==> src/rtl/game_pkg.sv <==
// Shared constants, state encoding and cell addressing for the connect-four controller.
package game_pkg;
  localparam int ROWS = 6;
  localparam int COLS = 7;

  localparam logic [1:0] CELL_EMPTY = 2'b00;
  localparam logic [1:0] CELL_P1    = 2'b01;
  localparam logic [1:0] CELL_P2    = 2'b10;

  typedef enum logic [1:0] {
    HUMAN    = 2'd0,
    AI_WAIT  = 2'd1,
    AI_APPLY = 2'd2,
    DONE     = 2'd3
  } state_t;

  // High-bit index of cell (row, col) in the packed grid; row 0 is the bottom row.
  function automatic int cellIdx(input int row, input int col, input int nCols);
    return row * 2 * nCols + 2 * nCols - 1 - 2 * col;
  endfunction
endpackage

==> src/rtl/col_fallback.sv <==
// Finds the lowest-numbered column that still has room; flags when every column is full.
module col_fallback #(
  parameter int ROWS = game_pkg::ROWS,
  parameter int COLS = game_pkg::COLS
) (
  input  logic [COLS*3-1:0] i_counts,
  output logic [2:0]        o_col,
  output logic              o_none
);
  import game_pkg::*;

  // Scan downward so the last hit left standing is the lowest free column.
  always_comb begin
    o_col  = '0;
    o_none = 1'b1;
    for (int c = COLS - 1; c >= 0; c--) begin
      if (i_counts[c*3 +: 3] < 3'(ROWS)) begin
        o_col  = 3'(c);
        o_none = 1'b0;
      end
    end
  end
endmodule

==> src/rtl/game_ctrl.sv <==
// Connect-four game controller: hotseat or human-versus-engine play, with a
// timeout fallback for the engine and game-over detection on win or full board.
module game_ctrl #(
  parameter int TIMEOUT = 200,
  parameter int ROWS    = game_pkg::ROWS,
  parameter int COLS    = game_pkg::COLS
) (
  input  logic                   clk,
  input  logic                   rst,
  input  logic                   sw,
  input  logic                   btn_valid,
  input  logic [2:0]             btn_col,
  input  logic [1:0]             win_in,
  input  logic                   ai_move,
  input  logic [6:0]             ai_opt,
  output logic [ROWS*COLS*2-1:0] grid,
  output logic [COLS*3-1:0]      column_counts,
  output logic                   player,
  output logic                   turn,
  output logic                   illegal,
  output logic                   game_over
);
  import game_pkg::*;

  localparam int NCELLS = ROWS * COLS;

  state_t                r_state;
  logic [NCELLS*2-1:0]   r_grid;
  logic [COLS*3-1:0]     r_counts;
  logic [5:0]            r_total;
  logic [7:0]            r_waitCnt;
  logic [6:0]            r_aiOpt;
  logic                  r_useFallback;
  logic                  r_player;
  logic                  r_turn;
  logic                  r_illegal;
  logic                  r_gameOver;

  logic [2:0] w_fbCol;
  logic       w_fbNone;
  logic [2:0] w_btnCount;
  logic       w_btnOk;
  logic [6:0] w_btnIdx;
  logic [2:0] w_aiCol;
  logic [2:0] w_aiRow;
  logic       w_aiValid;
  logic [2:0] w_applyCol;
  logic [2:0] w_applyRow;
  logic       w_applyOk;
  logic [6:0] w_applyIdx;

  col_fallback #(.ROWS(ROWS), .COLS(COLS)) u_fallback (
    .i_counts (r_counts),
    .o_col    (w_fbCol),
    .o_none   (w_fbNone)
  );

  always_comb begin
    w_btnCount = '0;
    w_btnOk    = 1'b0;
    w_btnIdx   = '0;
    if (int'(btn_col) < COLS) begin
      w_btnCount = r_counts[int'(btn_col)*3 +: 3];
      w_btnOk    = w_btnCount < 3'(ROWS);
      w_btnIdx   = 7'(cellIdx(int'(w_btnCount), int'(btn_col), COLS));
    end
  end

  // An engine pick is honoured only if it names the next free cell of its column.
  always_comb begin
    w_aiCol   = 3'((2 * COLS - 1 - int'(r_aiOpt) % (2 * COLS)) / 2);
    w_aiRow   = 3'(int'(r_aiOpt) / (2 * COLS));
    w_aiValid = r_aiOpt[0] && (int'(r_aiOpt) < 2 * NCELLS) &&
                (r_counts[int'(w_aiCol)*3 +: 3] == w_aiRow);
    if (!r_useFallback && w_aiValid) begin
      w_applyCol = w_aiCol;
      w_applyRow = w_aiRow;
      w_applyOk  = 1'b1;
    end else begin
      w_applyCol = w_fbCol;
      w_applyRow = r_counts[int'(w_fbCol)*3 +: 3];
      w_applyOk  = !w_fbNone;
    end
    w_applyIdx = 7'(cellIdx(int'(w_applyRow), int'(w_applyCol), COLS));
  end

  always_ff @(posedge clk) begin
    if (rst) begin
      r_state       <= HUMAN;
      r_grid        <= {NCELLS{CELL_EMPTY}};
      r_counts      <= '0;
      r_total       <= '0;
      r_waitCnt     <= '0;
      r_aiOpt       <= '0;
      r_useFallback <= 1'b0;
      r_player      <= 1'b0;
      r_turn        <= 1'b0;
      r_illegal     <= 1'b0;
      r_gameOver    <= 1'b0;
    end else begin
      r_illegal <= 1'b0;
      // A reported win or a full board ends the game ahead of any pending move.
      if (r_state != DONE && (win_in != 2'b00 || r_total == 6'(NCELLS))) begin
        r_state    <= DONE;
        r_player   <= 1'b0;
        r_gameOver <= 1'b1;
      end else begin
        case (r_state)
          HUMAN: begin
            if (btn_valid) begin
              if (w_btnOk) begin
                r_grid[w_btnIdx -: 2]              <= r_turn ? CELL_P2 : CELL_P1;
                r_counts[int'(btn_col)*3 +: 3] <= w_btnCount + 3'd1;
                r_total                            <= r_total + 6'd1;
                r_turn                             <= ~r_turn;
                if (sw && !r_turn) begin
                  r_state   <= AI_WAIT;
                  r_player  <= 1'b1;
                  r_waitCnt <= '0;
                end
              end else begin
                r_illegal <= 1'b1;
              end
            end
          end
          AI_WAIT: begin
            if (!sw) begin
              r_state  <= HUMAN;
              r_player <= 1'b0;
            end else if (ai_move) begin
              r_aiOpt       <= ai_opt;
              r_useFallback <= 1'b0;
              r_state       <= AI_APPLY;
              r_player      <= 1'b0;
            end else if (int'(r_waitCnt) >= TIMEOUT) begin
              r_useFallback <= 1'b1;
              r_state       <= AI_APPLY;
              r_player      <= 1'b0;
            end else if (r_waitCnt != 8'hFF) begin
              r_waitCnt <= r_waitCnt + 8'd1;
            end
          end
          AI_APPLY: begin
            if (w_applyOk) begin
              r_grid[w_applyIdx -: 2]               <= CELL_P2;
              r_counts[int'(w_applyCol)*3 +: 3] <= w_applyRow + 3'd1;
              r_total                               <= r_total + 6'd1;
            end
            r_turn  <= 1'b0;
            r_state <= HUMAN;
          end
          DONE: begin
            r_player <= 1'b0;
          end
          default: r_state <= HUMAN;
        endcase
      end
    end
  end

  assign grid          = r_grid;
  assign column_counts = r_counts;
  assign player        = r_player;
  assign turn          = r_turn;
  assign illegal       = r_illegal;
  assign game_over     = r_gameOver;
endmodule

==> config.mk <==
export PLATFORM = sky130hd
export DESIGN_NAME = game_ctrl
export DESIGN_NICKNAME = d
export VERILOG_FILES = /design/src/rtl/game_pkg.sv /design/src/rtl/col_fallback.sv /design/src/rtl/game_ctrl.sv
export SDC_FILE = /design/constraint.sdc
export NUM_CORES = 1
export LEC_CHECK = 0
export ABC_AREA = 1
export BUFFER_PORTS_ARGS = -buffer_cell sky130_fd_sc_hd__buf_2
export CAP_MARGIN = 40
export CORE_MARGIN = 2
export CORE_UTILIZATION = 43
export CTS_CLUSTER_SIZE = 24
export DETAILED_ROUTE_END_ITERATION = 10
export PLACE_DENSITY = 0.61
export SLEW_MARGIN = 40
export SYNTH_ARGS = -nofsm -noshare
export SYNTH_HDL_FRONTEND = slang
export SYNTH_SLANG_ARGS = --single-unit
==> constraint.sdc <==
create_clock -name clk -period 11.8 [get_ports clk]
set_input_delay 1.18 -clock clk [delete_from_list [all_inputs] [get_ports clk]]
set_output_delay 1.18 -clock clk [all_outputs]
set_load 0.1 [all_outputs]
### Word level (Yosys, flattened, before mapping)

Cells that the tools add are included.

* output and inout port bits: 109
* bits in writable memories: 0
* flip-flop bits (word level): 133
* memory bits (read-only): 0
* memories kept: 0
* latch bits: 0
* word-level logic and storage cells: 173

* reduce and logical (&&, ||, !) cells: 25
* equality and inequality tests: 20
* add/subtract/negate cells: 16
* muxes and demuxes: 66
* $mul: 6
* bitwise operators: 5
* div/mod/pow operators: 2
* shifts and indexed selects: 11
* order comparisons: 11

Operator list (number)
* $mux W84: 3
* $shift A2 B9 Y85 const A: 2
* $bwmux W84: 2
* $pmux W84 S2: 1
* $shiftx A2 B9 Y85: 1
* $shiftx A2 B9 Y85 const A: 1
* $neg A5 Y33: 2
* $shift A3 B33 Y21 const A: 2
* $shiftx A3 B33 Y21: 2
* $mux W21: 3
* $mux W8: 7
* $bwmux W21: 2
* $pmux W21 S2: 1
* $shiftx A21 B6 Y3: 2
* $div A8 B5 Y32 const B: 1
* $mod A8 B5 Y32 const B: 1
* $shiftx A21 B32 Y3: 1
* $sub A5 B32 Y32 const A: 1
* $mux W3: 10
* $lt A3 B3 Y1 const B: 9
* $mul A3 B2 Y5 const B: 4
* $mux W1: 20
* $mux W6: 3
* $ne A2 B2 Y1 const B: 9
* 40 further kinds: 72

### Longest topological paths before layout

Gate-level depths: netlist (run 1).

* word-level depth: 20
* gate-level depth with buffers: 59

### Cells and area by module

Synthesis (run 1) repeated with hierarchy kept, for this count alone.

* cells, all modules: 1514
* area, all modules: 9806.9 um2

Modules (own cells, without submodules)
* game_ctrl: times used 1, cells an instance 1491, area an instance 9674.3 um2, sequential area each 2662.6 um2
* col_fallback: times used 1, cells an instance 23, area an instance 132.6 um2, sequential area each 0.0 um2

### Worst setup path before layout (run 1)

Ideal clock, no wire load.

* kind: register -> register
* from: register r_aiOpt[4]
* to: register r_grid[19], in the netlist grid[19]
* library setup time: 0.115 ns
* required time: 11.685 ns
* arrival time: 7.508 ns
* slack: 4.177 ns
* path buffers: 1
* cell stages (with the launch flop): 52
* cells stage by stage: dfxtp_1 > buf_6 > nand2_2 > clkinv_2 > ha_1 > inv_1 > nand4_1 > nand2_2 > nand2_4 > nand2_2 > nand2_2 > nor2_4 > nand4_1 > nand2_1 > inv_1 > ha_1 > nand2_1 > o21ai_0 > [... 16 more ...] > or2_2 > nand2_1 > fa_1 > inv_1 > ha_1 > inv_1 > fa_1 > ha_1 > a211oi_1 > xor2_1 > inv_1 > nor2_1 > inv_1 > o21ai_0 > nand2_1 > nand2_1 > inv_1 > o21a_1

* word-level cells in the longest chain between the ends: 19
* elaborated cells on any way between the ends: 27
* those cells by class: add/sub: 6; mul: 2; div: 2; order compare: 1; eq/ne: 2; shift: 3; mux: 6; bitwise: 1; reduce/logical: 4

Ends and longest elaborated chain
* from (decl): line game_ctrl.sv:32 `logic [6:0] r_aiOpt;`
* from (signal assigned): line game_ctrl.sv:131 `r_aiOpt <= ai_opt;`
* $mod A8 B5 Y32: line game_ctrl.sv:71 `w_aiCol = 3'((2 * COLS - 1 - int'(r_aiOpt) % (2 * COLS)) / 2);`
* $sub A5 B32 Y32: line game_ctrl.sv:71
* $and A1 B1 Y1 (no line)
* $add A3 B1 Y3 (no line)
* $mul A3 B2 Y5: line game_ctrl.sv:74 `(r_counts[int'(w_aiCol)*3 +: 3] == w_aiRow);`
* $shiftx A21 B6 Y3: line game_ctrl.sv:74
* $eq A3 B3 Y1: line game_ctrl.sv:74
* $logic_and A1 B1 Y1: line game_ctrl.sv:73 `w_aiValid = r_aiOpt[0] && (int'(r_aiOpt) < 2 * NCELLS) &&`
* [... 3 more ...]
* $add A7 B4 Y7: line game_pkg.sv:19 `return row * 2 * nCols + 2 * nCols - 1 - 2 * col;`
* $sub A7 B1 Y7: line game_pkg.sv:19
* $sub A7 B5 Y7: line game_pkg.sv:19
* $neg A7 Y9: line game_ctrl.sv:145 `r_grid[w_applyIdx -: 2] <= CELL_P2;`
* $shiftx A2 B9 Y85 or $shift A2 B9 Y85 (tied branches): line game_ctrl.sv:145
* $bwmux W84: line game_ctrl.sv:145
* $mux W84: line game_ctrl.sv:144 `if (w_applyOk) begin`
* $pmux W84 S2: line game_ctrl.sv:108 `case (r_state)`
* to (signal assigned): line game_ctrl.sv:90 `r_grid <= {NCELLS{CELL_EMPTY}};`
* to (signal, indexed assignment): line game_ctrl.sv:112 `r_grid[w_btnIdx -: 2] <= r_turn ? CELL_P2 : CELL_P1;`
* to (decl): line game_ctrl.sv:28 `logic [NCELLS*2-1:0] r_grid;`

Parallel ways exist; a longest one is shown, timed or not. The select of a mux whose other input is x is not followed.
A chain may end at the register's enable or synchronous reset.

### Worst setup path after layout (run 1)

* from: register r_aiOpt[4]
* to: register r_grid[62], in the netlist grid[62]

Same word-level chain as after synthesis.

==> impl_metrics.env, run 1 <==
export IMPL_syn_cell_area_sq_um=9470
export IMPL_fin_nets=1638
export IMPL_setup_tns_ns=0
export IMPL_worstSetupPathType="reg -> reg"
export IMPL_clkTransAtPathRegs_ns=0.06
export IMPL_grt_usage=0.258
export IMPL_cts_tree="done"
export IMPL_min_to="grid[55]"
export IMPL_cts_buffers_inserted=17
export IMPL_arrival_ns=9.12
export IMPL_ys_warn_count=0
export IMPL_worst_pin_slew_ns=0.852
export IMPL_clock_sinks=133
export IMPL_grt_pass1_vias=9377
export IMPL_crit_fanout=11
export IMPL_synth_cell_types=66
export IMPL_timing_rr_start="r_aiOpt[4]"
export IMPL_slowest_delay_ns=0.58
export IMPL_grt_max_degree=72
export IMPL_syn2layout_area_growth_pct=15.4
export IMPL_worstHoldStart="grid[55]"
export IMPL_antenna_found_initial=0
export IMPL_syn_avg_cell_area_sq_um=6.51
export IMPL_finClkSkew_ns=0.0133
export IMPL_cp_required_ns=12.09
export IMPL_clockRootBuffer="clkbuf_16"
export IMPL_finalPower_mw=1.60
export IMPL_min_path_type="reg -> reg"
export IMPL_detail_route_vias_per_cell=5.30
export IMPL_fp_dieW_um=152
export IMPL_grt_pass1_wl_um=48400
export IMPL_drive_gt1_frac=0.154
export IMPL_multi_input_area_sq_um=5710
export IMPL_ant_nets=0
export IMPL_critPathTopFamily="simple AND/OR/NAND/NOR gates"
export IMPL_worst_setup_path_end_kind="flip-flop"
export IMPL_dieArea_sq_um=23200
export IMPL_power_density_nw_per_um2=146
export IMPL_pre_cts_slack_ns=3.03
export IMPL_min_path_cells=2
export IMPL_hold_viol=0
export IMPL_slew_headroom=0.432
export IMPL_cpMostUsedCell="inv_1"
export IMPL_ys_flop_type="dfxtp_1"
export IMPL_finalNonFillerCells=1861
export IMPL_layout_setup_ws_ns=2.96
export IMPL_cp_start_kind="flip-flop"
export IMPL_routed_wl_um=30100
export IMPL_drc=0
export IMPL_period_share=0.749
export IMPL_drt_pass1_iter_count=5
export IMPL_rrSetupSlack_ns=2.96
export IMPL_setup_violations_final=0
export IMPL_dr_first_iter_drc_count=831
export IMPL_dp_cells=1829
export IMPL_fp_dieH_um=152
export IMPL_cts_hold_buf=0
export IMPL_synth_seq_area_share=0.281
export IMPL_maxCapViolations=0
export IMPL_drv_slew=0
export IMPL_clk_latency_ns=0.44
export IMPL_p_leak_nw=5.17
export IMPL_synthCells=1456
export IMPL_whs_ns=0.439
export IMPL_wl_per_cell_um=16.2
export IMPL_final_area_sq_um=10900
export IMPL_globalplace_congestion=0.962
export IMPL_n_antenna_cell=0
export IMPL_mostFrequentLayoutCells="292 x nand2_1, 231 x inv_1, 179 x nor2_1, 133 x dfxtp_1, 125 x buf_2"
export IMPL_ys_ff_latch=133
export IMPL_ios=126
export IMPL_numPortBuffers=125
export IMPL_synth_edf_count=0
export IMPL_cts_resized=0
export IMPL_status="finished clean"
export IMPL_fill_cells=2288
export IMPL_final_common_cell="nand2_1"
export IMPL_regArea_sq_um=2660
export IMPL_cp_num_buf_inv=10
export IMPL_clockBufferDepth=2
export IMPL_post_dp_cell_area_sq_um=10300
export IMPL_dp_hpwl_um=22800
export IMPL_core_area_sq_um=21800
export IMPL_r2r_end="grid[62]"
export IMPL_initial_core_util=0.435
export IMPL_cts_htree_levels=4
export IMPL_critPathSlowestCell="fa_1"
export IMPL_rsz0062_at_grt="false"
export IMPL_clock_fmax_mhz=113
export IMPL_postCtsSetupBuffers=0
export IMPL_vias=9869
export IMPL_rows=54
export IMPL_layout_min_cycle_time_ns=8.84
export IMPL_final_core_util=0.503
export IMPL_synthesis_nets=1526
export IMPL_grt_ovfl_total=0
export IMPL_ir_drop_mv=0.101
export IMPL_rr_worst_depth=49
export IMPL_async_reset_ff_frac=0
## power by group
group / switching, mW / internal, mW
registers: 0.0127 / 0.460
logic: 0.426 / 0.117
clock network: 0.225 / 0.356
## cells by family after synthesis
logic type / count (synthesis) / synth area share
compound gates: 290 / 0.182
flops: 133 / 0.281
simple gates: 686 / 0.332
fa+ha+maj: 53 / 0.0763
xor+xnor: 13 / 0.0120
buf+inv: 281 / 0.117
## Yosys cell counts, types with 2 or more instances
| master | number | area [sq um] |
|---|---|---|
| dfxtp_1 | 133 | 2660 |
| o21ai_2 | 2 | 17.5 |
| nor2_4 | 4 | 45.0 |
| o22ai_1 | 5 | 31.3 |
| clkbuf_1 | 25 | 93.8 |
| nor3_2 | 2 | 20.0 |
| a21o_1 | 2 | 15.0 |
| nand2_1 | 292 | 1100 |
| a211oi_1 | 29 | 218 |
| ha_1 | 45 | 563 |
| clkinv_1 | 5 | 18.8 |
| nor3_1 | 50 | 250 |
| nand2_4 | 6 | 67.6 |
| o21a_1 | 7 | 52.6 |
| nand3b_1 | 4 | 30.0 |
| inv_1 | 231 | 867 |
| fa_1 | 8 | 160 |
| a21oi_1 | 101 | 505 |
| xnor2_1 | 5 | 43.8 |
| a21oi_2 | 4 | 35.0 |
| nor3b_1 | 3 | 22.5 |
| buf_4 | 3 | 22.5 |
| a41oi_1 | 2 | 17.5 |
| a32o_1 | 2 | 20.0 |
| xor2_1 | 8 | 70.1 |
| nor4_1 | 6 | 37.5 |
| nor2_1 | 181 | 679 |
| a31oi_1 | 5 | 31.3 |
| o21bai_1 | 2 | 15.0 |
| nand2_2 | 22 | 138 |
| inv_2 | 6 | 22.5 |
| buf_6 | 4 | 45.0 |
| buf_2 | 4 | 20.0 |
| o21ai_0 | 83 | 415 |
| o211a_1 | 6 | 60.1 |
| a221oi_1 | 2 | 17.5 |
| nand3_2 | 12 | 120 |
| nor2_2 | 3 | 18.8 |
| or2_2 | 5 | 31.3 |
| nand3_1 | 72 | 360 |
| nand4_1 | 16 | 100 |
| o21ai_1 | 20 | 100 |
| o221ai_1 | 5 | 43.8 |
| a22oi_1 | 2 | 15.0 |
## sequential cells by signal, indices dropped and copies added, names as in the netlist
signal and count:
r_useFallback 1, r_waitCnt 8, r_state 2, r_total 6, player 1, game_over 1
illegal 1, turn 1, grid 84, column_counts 21, r_aiOpt 7
## worst max path at each step
stage / start / end / depth (start not counted)
2_1_floorplan: r_aiOpt[4] / grid[19] / 51
3_3_place_gp: r_aiOpt[4] / grid[62] / 50
6_report: r_aiOpt[4] / grid[62] / 49
5_1_grt: r_aiOpt[4] / grid[62] / 50
3_5_place_dp: r_aiOpt[4] / grid[62] / 50
4_1_cts: r_aiOpt[4] / grid[62] / 50
## worst reg2reg max path: cells and delay by family (launching register included)
family | cells | cell delay [ns]
AOI/OAI and AO/OA | 8 | 1.51
xor gates and xnor gates | 2 | 0.57
DFF | 1 | 0.47
adders and majority gates | 8 | 2.44
and+or+nand+nor | 21 | 2.64
buffers and inverters | 10 | 1.04
## area by class of cell
class,count,share of cell area
Inverter,244,0.0841
Clock inverter,14,0.0183
Timing Repair Buffer,130,0.0606
Tap cell,280,0.0320
Multi-Input combinational cell,1042,0.522
Clock buffer,18,0.0392
Sequential cell,133,0.243
## metal layers
metal,share of wire,track usage
met1,0.45,0.340
met2,0.46,0.423
met3,0.061,0.0432
met4,0.032,0.101
met5,0,0
(Power assumes the default switching activity.)
==> run 2, diff against run 1 <==
--- a/config.mk
+++ b/config.mk
@@ -12,7 +12,7 @@
 export CORE_UTILIZATION = 43
 export CTS_CLUSTER_SIZE = 24
 export DETAILED_ROUTE_END_ITERATION = 10
-export PLACE_DENSITY = 0.61
+export PLACE_DENSITY = 0.64
 export SLEW_MARGIN = 40
 export SYNTH_ARGS = -nofsm -noshare
 export SYNTH_HDL_FRONTEND = slang
==> constraint.sdc (replaced) <==
create_clock -name clk -period 7.9 [get_ports clk]
set_input_delay 0.79 -clock clk [delete_from_list [all_inputs] [get_ports clk]]
set_output_delay 0.79 -clock clk [all_outputs]
set_load 0.1 [all_outputs]
==> run 2 against run 1 <==
Compared with the run above: count of clock-buffer cells in the layout is the same; non-clock buffer count up 42; critical path depth increased by 1; final area increased by 6.5%; sequential share of layout area decreased by 1.4 points; core utilization grew 3.2 points; register-to-register slack got worse by 2.6 ns; clock power is 52% higher; via count grew 3.1%.
==> impl_metrics.env, run 2 (synthesis results as in run 1) <==
export IMPL_dp_hpwl_um=23500
export IMPL_fin_nets=1682
export IMPL_slowest_delay_ns=0.65
export IMPL_final_common_cell="nand2_1"
export IMPL_routed_wl_um=31800
export IMPL_setup_tns_ns=0
export IMPL_drt_pass1_iter_count=5
export IMPL_worst_setup_path_end_kind="flip-flop"
export IMPL_timing_rr_start="r_aiOpt[5]"
export IMPL_grt_usage=0.263
export IMPL_arrival_ns=7.85
export IMPL_fp_dieW_um=152
export IMPL_dr_first_iter_drc_count=767
export IMPL_dieArea_sq_um=23200
export IMPL_detail_route_vias_per_cell=5.34
export IMPL_ant_nets=0
export IMPL_finClkSkew_ns=0.0111
export IMPL_antenna_found_initial=0
export IMPL_wl_per_cell_um=16.7
export IMPL_r2r_end="grid[75]"
export IMPL_clock_sinks=133
export IMPL_min_to="grid[33]"
export IMPL_rows=54
export IMPL_grt_max_degree=72
export IMPL_layout_min_cycle_time_ns=7.57
export IMPL_status="finished clean"
export IMPL_final_core_util=0.535
export IMPL_rr_worst_depth=50
export IMPL_cts_hold_buf=0
export IMPL_cp_num_buf_inv=12
export IMPL_ios=126
export IMPL_pre_cts_slack_ns=-0.0420
export IMPL_drive_gt1_frac=0.217
export IMPL_hold_viol=0
export IMPL_vias=10200
export IMPL_cts_tree="done"
export IMPL_min_path_type="reg -> reg"
export IMPL_core_area_sq_um=21800
export IMPL_min_path_cells=2
export IMPL_critPathSlowestCell="fa_2"
export IMPL_cp_start_kind="flip-flop"
export IMPL_p_leak_nw=5.48
export IMPL_crit_fanout=8
export IMPL_numPortBuffers=125
export IMPL_drv_slew=0
export IMPL_setup_violations_final=0
export IMPL_clockRootBuffer="clkbuf_16"
export IMPL_syn2layout_area_growth_pct=22.9
export IMPL_clkTransAtPathRegs_ns=0.06
export IMPL_worstHoldStart="grid[33]"
export IMPL_grt_pass1_vias=9564
export IMPL_cp_required_ns=8.19
export IMPL_clockBufferDepth=2
export IMPL_power_density_nw_per_um2=223
export IMPL_grt_pass1_wl_um=49400
export IMPL_slew_headroom=0.402
export IMPL_clk_latency_ns=0.43
export IMPL_grt_busiest_layer="met2"
export IMPL_grtUsageMet2=0.450
export IMPL_largest_reg_flops=84
export IMPL_cts_buffers_inserted=17
export IMPL_layout_setup_ws_ns=0.335
export IMPL_ir_drop_mv=0.132
export IMPL_mostFrequentLayoutCells="286 x nand2_1, 221 x inv_1, 172 x nor2_1, 132 x dfxtp_1, 125 x buf_2"
export IMPL_drc=0
export IMPL_cts_htree_levels=4
export IMPL_grtUsageMet1=0.333
export IMPL_fp_dieH_um=152
export IMPL_n_antenna_cell=0
export IMPL_maxCapViolations=0
export IMPL_worst_pin_slew_ns=0.893
export IMPL_period_share=0.958
export IMPL_critPathTopFamily="simple AND/OR/NAND/NOR gates"
export IMPL_whs_ns=0.443
export IMPL_use_met3=0.0384
export IMPL_grt_ovfl_total=0
export IMPL_globalplace_congestion=0.990
export IMPL_worstSetupPathType="reg -> reg"
export IMPL_rrSetupSlack_ns=0.33
export IMPL_initial_core_util=0.435
export IMPL_clock_fmax_mhz=132
run 2: cell count changes in the layout (fill, tap and decap cells not counted), sizes merged:
cell / before / now
clkinv: 10 / 9
clkinvlp: 2 / 4
buf: 130 / 172
run 2: worst max path at each step:
stage	start	end	slack [ns]	depth (start not counted)
after global placement	r_aiOpt[5]	grid[75]	0.13	49
after detailed placement	r_aiOpt[5]	grid[75]	-0.04	49
after floorplan	r_aiOpt[4]	grid[19]	0.28	51
after CTS	r_aiOpt[5]	grid[62]	0.006	49
after global routing	r_aiOpt[5]	grid[77]	-0.13	52
final	r_aiOpt[5]	grid[75]	0.33	50
run 2: per-layer routing:
layer / vias up / share of wire
li1: 5055 / -
met1: 4664 / 0.44
met2: 357 / 0.48
met3: 99 / 0.049
met4: 0 / 0.036
met5: - / 0
run 2: worst min-delay path, delay by kind of cell (launching register included):
family	cells	cell delay, ns
AO/OA/AOI/OAI	1	0.05
buffers and inverters	1	0.05
flip-flops	1	0.30
run 2: stage by stage:
stage | power (mW) | instances | area, sq um
finish | 2.60 | 1904 | 11600
global route | 2.70 | 1904 | 11600
CTS | 2.48 | 1889 | 11200
detailed placement | 1.59 | 1857 | 10500
global placement | 1.59 | 1857 | 10500
floorplan | 1.30 | 1456 | 9470
run 2: timing repair:
action / 4_1_cts / 5_1_grt
gates resized for setup: 1 / 98
gates cloned: 0 / 2
setup endpoints to repair: 9 / 84
hold endpoints to repair: 0 / 0
pin swaps: 1 / 30
setup buffers: 1 / 13
run 2: cell type report:
class                      instances  area [sq um]
sequential                       133          2670
inverter                         244           933
clock inverter                    13           196
tap                              280           350
clock buffer                      18           439
timing repair buffer             172          1000
fill                            2243         10100
timing repair inverter             2          15.0
multi-input combinational       1042          6040
run 2: report_power, final:
group          switching, mW  internal (mW)  total (mW)
Combinational          0.730          0.278        1.01
Clock                  0.340          0.542       0.881
Sequential            0.0179          0.688       0.705
==> run 3, diff against run 2 <==
--- a/config.mk
+++ b/config.mk
@@ -16,4 +16,5 @@
 export SLEW_MARGIN = 40
 export SYNTH_ARGS = -nofsm -noshare
 export SYNTH_HDL_FRONTEND = slang
+export SYNTH_HIERARCHICAL = 1
 export SYNTH_SLANG_ARGS = --single-unit
==> constraint.sdc (replaced) <==
create_clock -name clk -period 7.9 [get_ports clk]
set_input_delay 0 -clock clk [delete_from_list [all_inputs] [get_ports clk]]
set_output_delay 0 -clock clk [all_outputs]
set_load 0.1 [all_outputs]
==> run 3 against run 2 <==
Compared with the run above: wire length up 4.9%; cell count up 3.5%; synthesized cell count up 4.0%; final area up 2.8%; count of clock-buffer cells in the layout up 2; clock power down 11%; critical path type unchanged.
==> impl_metrics.env, run 3 <==
export IMPL_synth_top_cells_by_count="277 x nand2_1, 239 x inv_1, 202 x nor2_1"
export IMPL_clkTransAtPathRegs_ns=0.07
export IMPL_dr_first_iter_drc_count=1094
export IMPL_synthCells=1514
export IMPL_timing_rr_start="r_aiOpt[4]"
export IMPL_async_reset_ff_frac=0
export IMPL_clock_sinks=133
export IMPL_dieArea_sq_um=24000
export IMPL_clk_latency_ns=0.43
export IMPL_ant_nets=0
export IMPL_fp_dieH_um=155
export IMPL_ys_flop_type="dfxtp_1"
export IMPL_worstSetupPathType="reg -> reg"
export IMPL_min_to="player"
export IMPL_status="finished clean"
export IMPL_fin_nets=1743
export IMPL_synth_cell_types=62
export IMPL_final_core_util=0.532
export IMPL_slowest_delay_ns=0.65
export IMPL_p_leak_nw=5.38
export IMPL_vias=10600
export IMPL_drv_slew=0
export IMPL_grt_usage=0.270
export IMPL_syn2layout_area_growth_pct=22.0
export IMPL_largest_reg_flops=84
export IMPL_fp_dieW_um=155
export IMPL_grtUsageMet2=0.426
export IMPL_initial_core_util=0.436
export IMPL_dp_hpwl_um=24700
export IMPL_antenna_found_initial=0
export IMPL_finalNonFillerCells=1970
export IMPL_dp_cells=1908
export IMPL_ir_drop_mv=0.137
export IMPL_cpMostUsedCell="inv_1"
export IMPL_cp_start_kind="flip-flop"
export IMPL_crit_fanout=8
export IMPL_synth_most_common_cell="nand2_1"
export IMPL_p_comb_frac=0.394
export IMPL_cts_buffers_inserted=17
export IMPL_slew_headroom=0.428
export IMPL_routed_wl_um=33300
export IMPL_finalPower_mw=2.46
export IMPL_mostFrequentLayoutCells="258 x nand2_1, 228 x inv_1, 189 x nor2_1, 131 x dfxtp_1, 125 x buf_2"
export IMPL_grt_pass1_vias=9837
export IMPL_clockRootBuffer="clkbuf_16"
export IMPL_ios=126
export IMPL_ys_ff_latch=133
export IMPL_maxCapViolations=0
export IMPL_power_share_clock=0.319
export IMPL_min_path_type="in -> reg"
export IMPL_grt_max_degree=81
export IMPL_hold_viol=0
export IMPL_cts_tree="done"
export IMPL_final_common_cell="nand2_1"
export IMPL_clock_fmax_mhz=131
export IMPL_rrSetupSlack_ns=0.29
export IMPL_synthesis_nets=1585
export IMPL_grtUsageMet1=0.364
export IMPL_worst_pin_slew_ns=0.856
export IMPL_wl_per_cell_um=16.9
export IMPL_n_antenna_cell=0
export IMPL_netlist_top_cells_area="dfxtp_1 27%, nand2_1 11%, inv_1 9.1%"
export IMPL_switching_share=0.443
export IMPL_intPower_mw=1.37
export IMPL_netSwitchingPower_mw=1.09
export IMPL_power_frac_seq=0.287
export IMPL_whs_ns=0.0529
export IMPL_drt_pass1_iter_count=5
export IMPL_synth_top_area_frac=0.271
export IMPL_min_path_cells=6
export IMPL_ys_warn_count=6
export IMPL_synth_edf_count=0
export IMPL_clockBufferDepth=2
export IMPL_syn_cell_area_sq_um=9810
export IMPL_drc=0
export IMPL_layout_min_cycle_time_ns=7.61
export IMPL_grt_busiest_layer="met2"
export IMPL_arrival_ns=7.94
export IMPL_worst_setup_path_end_kind="flip-flop"
export IMPL_r2r_end="grid[53]"
export IMPL_syn_avg_cell_area_sq_um=6.48
export IMPL_grt_pass1_wl_um=51200
export IMPL_core_area_sq_um=22500
export IMPL_yosys_area_top_type="dfxtp_1"
export IMPL_finClkSkew_ns=0.0119
export IMPL_startpoint="r_aiOpt[4]"
export IMPL_use_met3=0.0543
export IMPL_cts_htree_levels=4
export IMPL_drive_gt1_frac=0.225
export IMPL_globalplace_congestion=1.06
export IMPL_critPathSlowestCell="fa_2"
export IMPL_rows=55
export IMPL_detail_route_vias_per_cell=5.38
export IMPL_setup_violations_final=0
export IMPL_cp_required_ns=8.22
export IMPL_numPortBuffers=125
export IMPL_period_share=0.964
export IMPL_grt_ovfl_total=0
export IMPL_power_density_nw_per_um2=205
export IMPL_rr_worst_depth=50
export IMPL_synth_seq_area_share=0.271
export IMPL_worstHoldStart="ai_move"
run 3: changes by cell type after synthesis, moves of 8 or more:
| cell | before | now |
|---|---|---|
| a211oi_1 | 29 | 11 |
| a21oi_1 | 101 | 116 |
| inv_1 | 231 | 239 |
| nand2_1 | 292 | 277 |
| nand3_1 | 72 | 86 |
| nand4_1 | 16 | 26 |
| nor2_1 | 181 | 202 |
| o21ai_0 | 83 | 96 |
| o21ai_1 | 20 | 9 |
| o21ai_2 | 2 | 12 |
| o31a_1 | 0 | 11 |
run 3: cell families after synthesis:
family | share of synthesized area
buffers and inverters | 0.119
adders and majority gates | 0.0750
and+or+nand+nor | 0.339
DFF | 0.271
AOI/OAI and AO/OA | 0.183
xor gates and xnor gates | 0.0125
run 3: critical path: cells and delay by family, from the launching register on:
kind	cells	cell delay, ns
compound gates	9	1.50
xor+xnor	2	0.41
fa+ha+maj	7	2.19
buf+inv	14	1.11
flops	1	0.32
simple gates	18	1.96
run 3: metrics by stage:
| stage | area [sq um] | TNS (ns) | setup WS [ns] |
|---|---|---|---|
| final | 12000 | 0 | 0.287 |
| after global routing | 12000 | -3.28 | -0.163 |
| after CTS | 11500 | 0 | 0.0117 |
| after detailed placement | 10800 | -0.497 | -0.134 |
| after global placement | 10800 | 0 | 0.0252 |
| after floorplan | 9820 | 0 | 0.0873 |
run 3: final cells by class:
type                       instances  area, sq um
clock inverter                    12          120
sequential                       133         2670
fill                            2230        10500
multi-input combinational       1089         6340
inverter                         248          946
tap                              285          357
clock buffer                      20          437
timing repair buffer             183         1100
run 3: worst max path at each step:
stage,to,cells past startpoint
final,grid[53],50
after global routing,grid[27],51
after CTS,grid[60],52
after detailed placement,grid[22],50
after global placement,grid[23],50
after floorplan,grid[23],51
run 3: timing repair:
action / CTS / global route
endpoints found under the setup margin: 15 / 84
pin swaps: 0 / 39
resized for setup: 6 / 96
setup buffers: 0 / 20
hold endpoints to repair: 9 / 0
hold buffers: 9 / 0
run 3: per-layer routing:
layer,wire length (um),part of all wire,up-vias
li1,-,-,5241
met1,14900,0.45,4846
met2,14900,0.45,450
met3,2540,0.076,70
met4,947,0.028,0
met5,0,0,-
run 3: power groups by stage:
stage	clock network (mW)	registers, mW	logic (mW)
floorplan	0	0.775	0.523
global route	0.818	0.706	1.03
finish	0.783	0.704	0.969
global placement	0	0.718	0.871
detailed placement	0	0.718	0.874
CTS	0.787	0.703	0.883
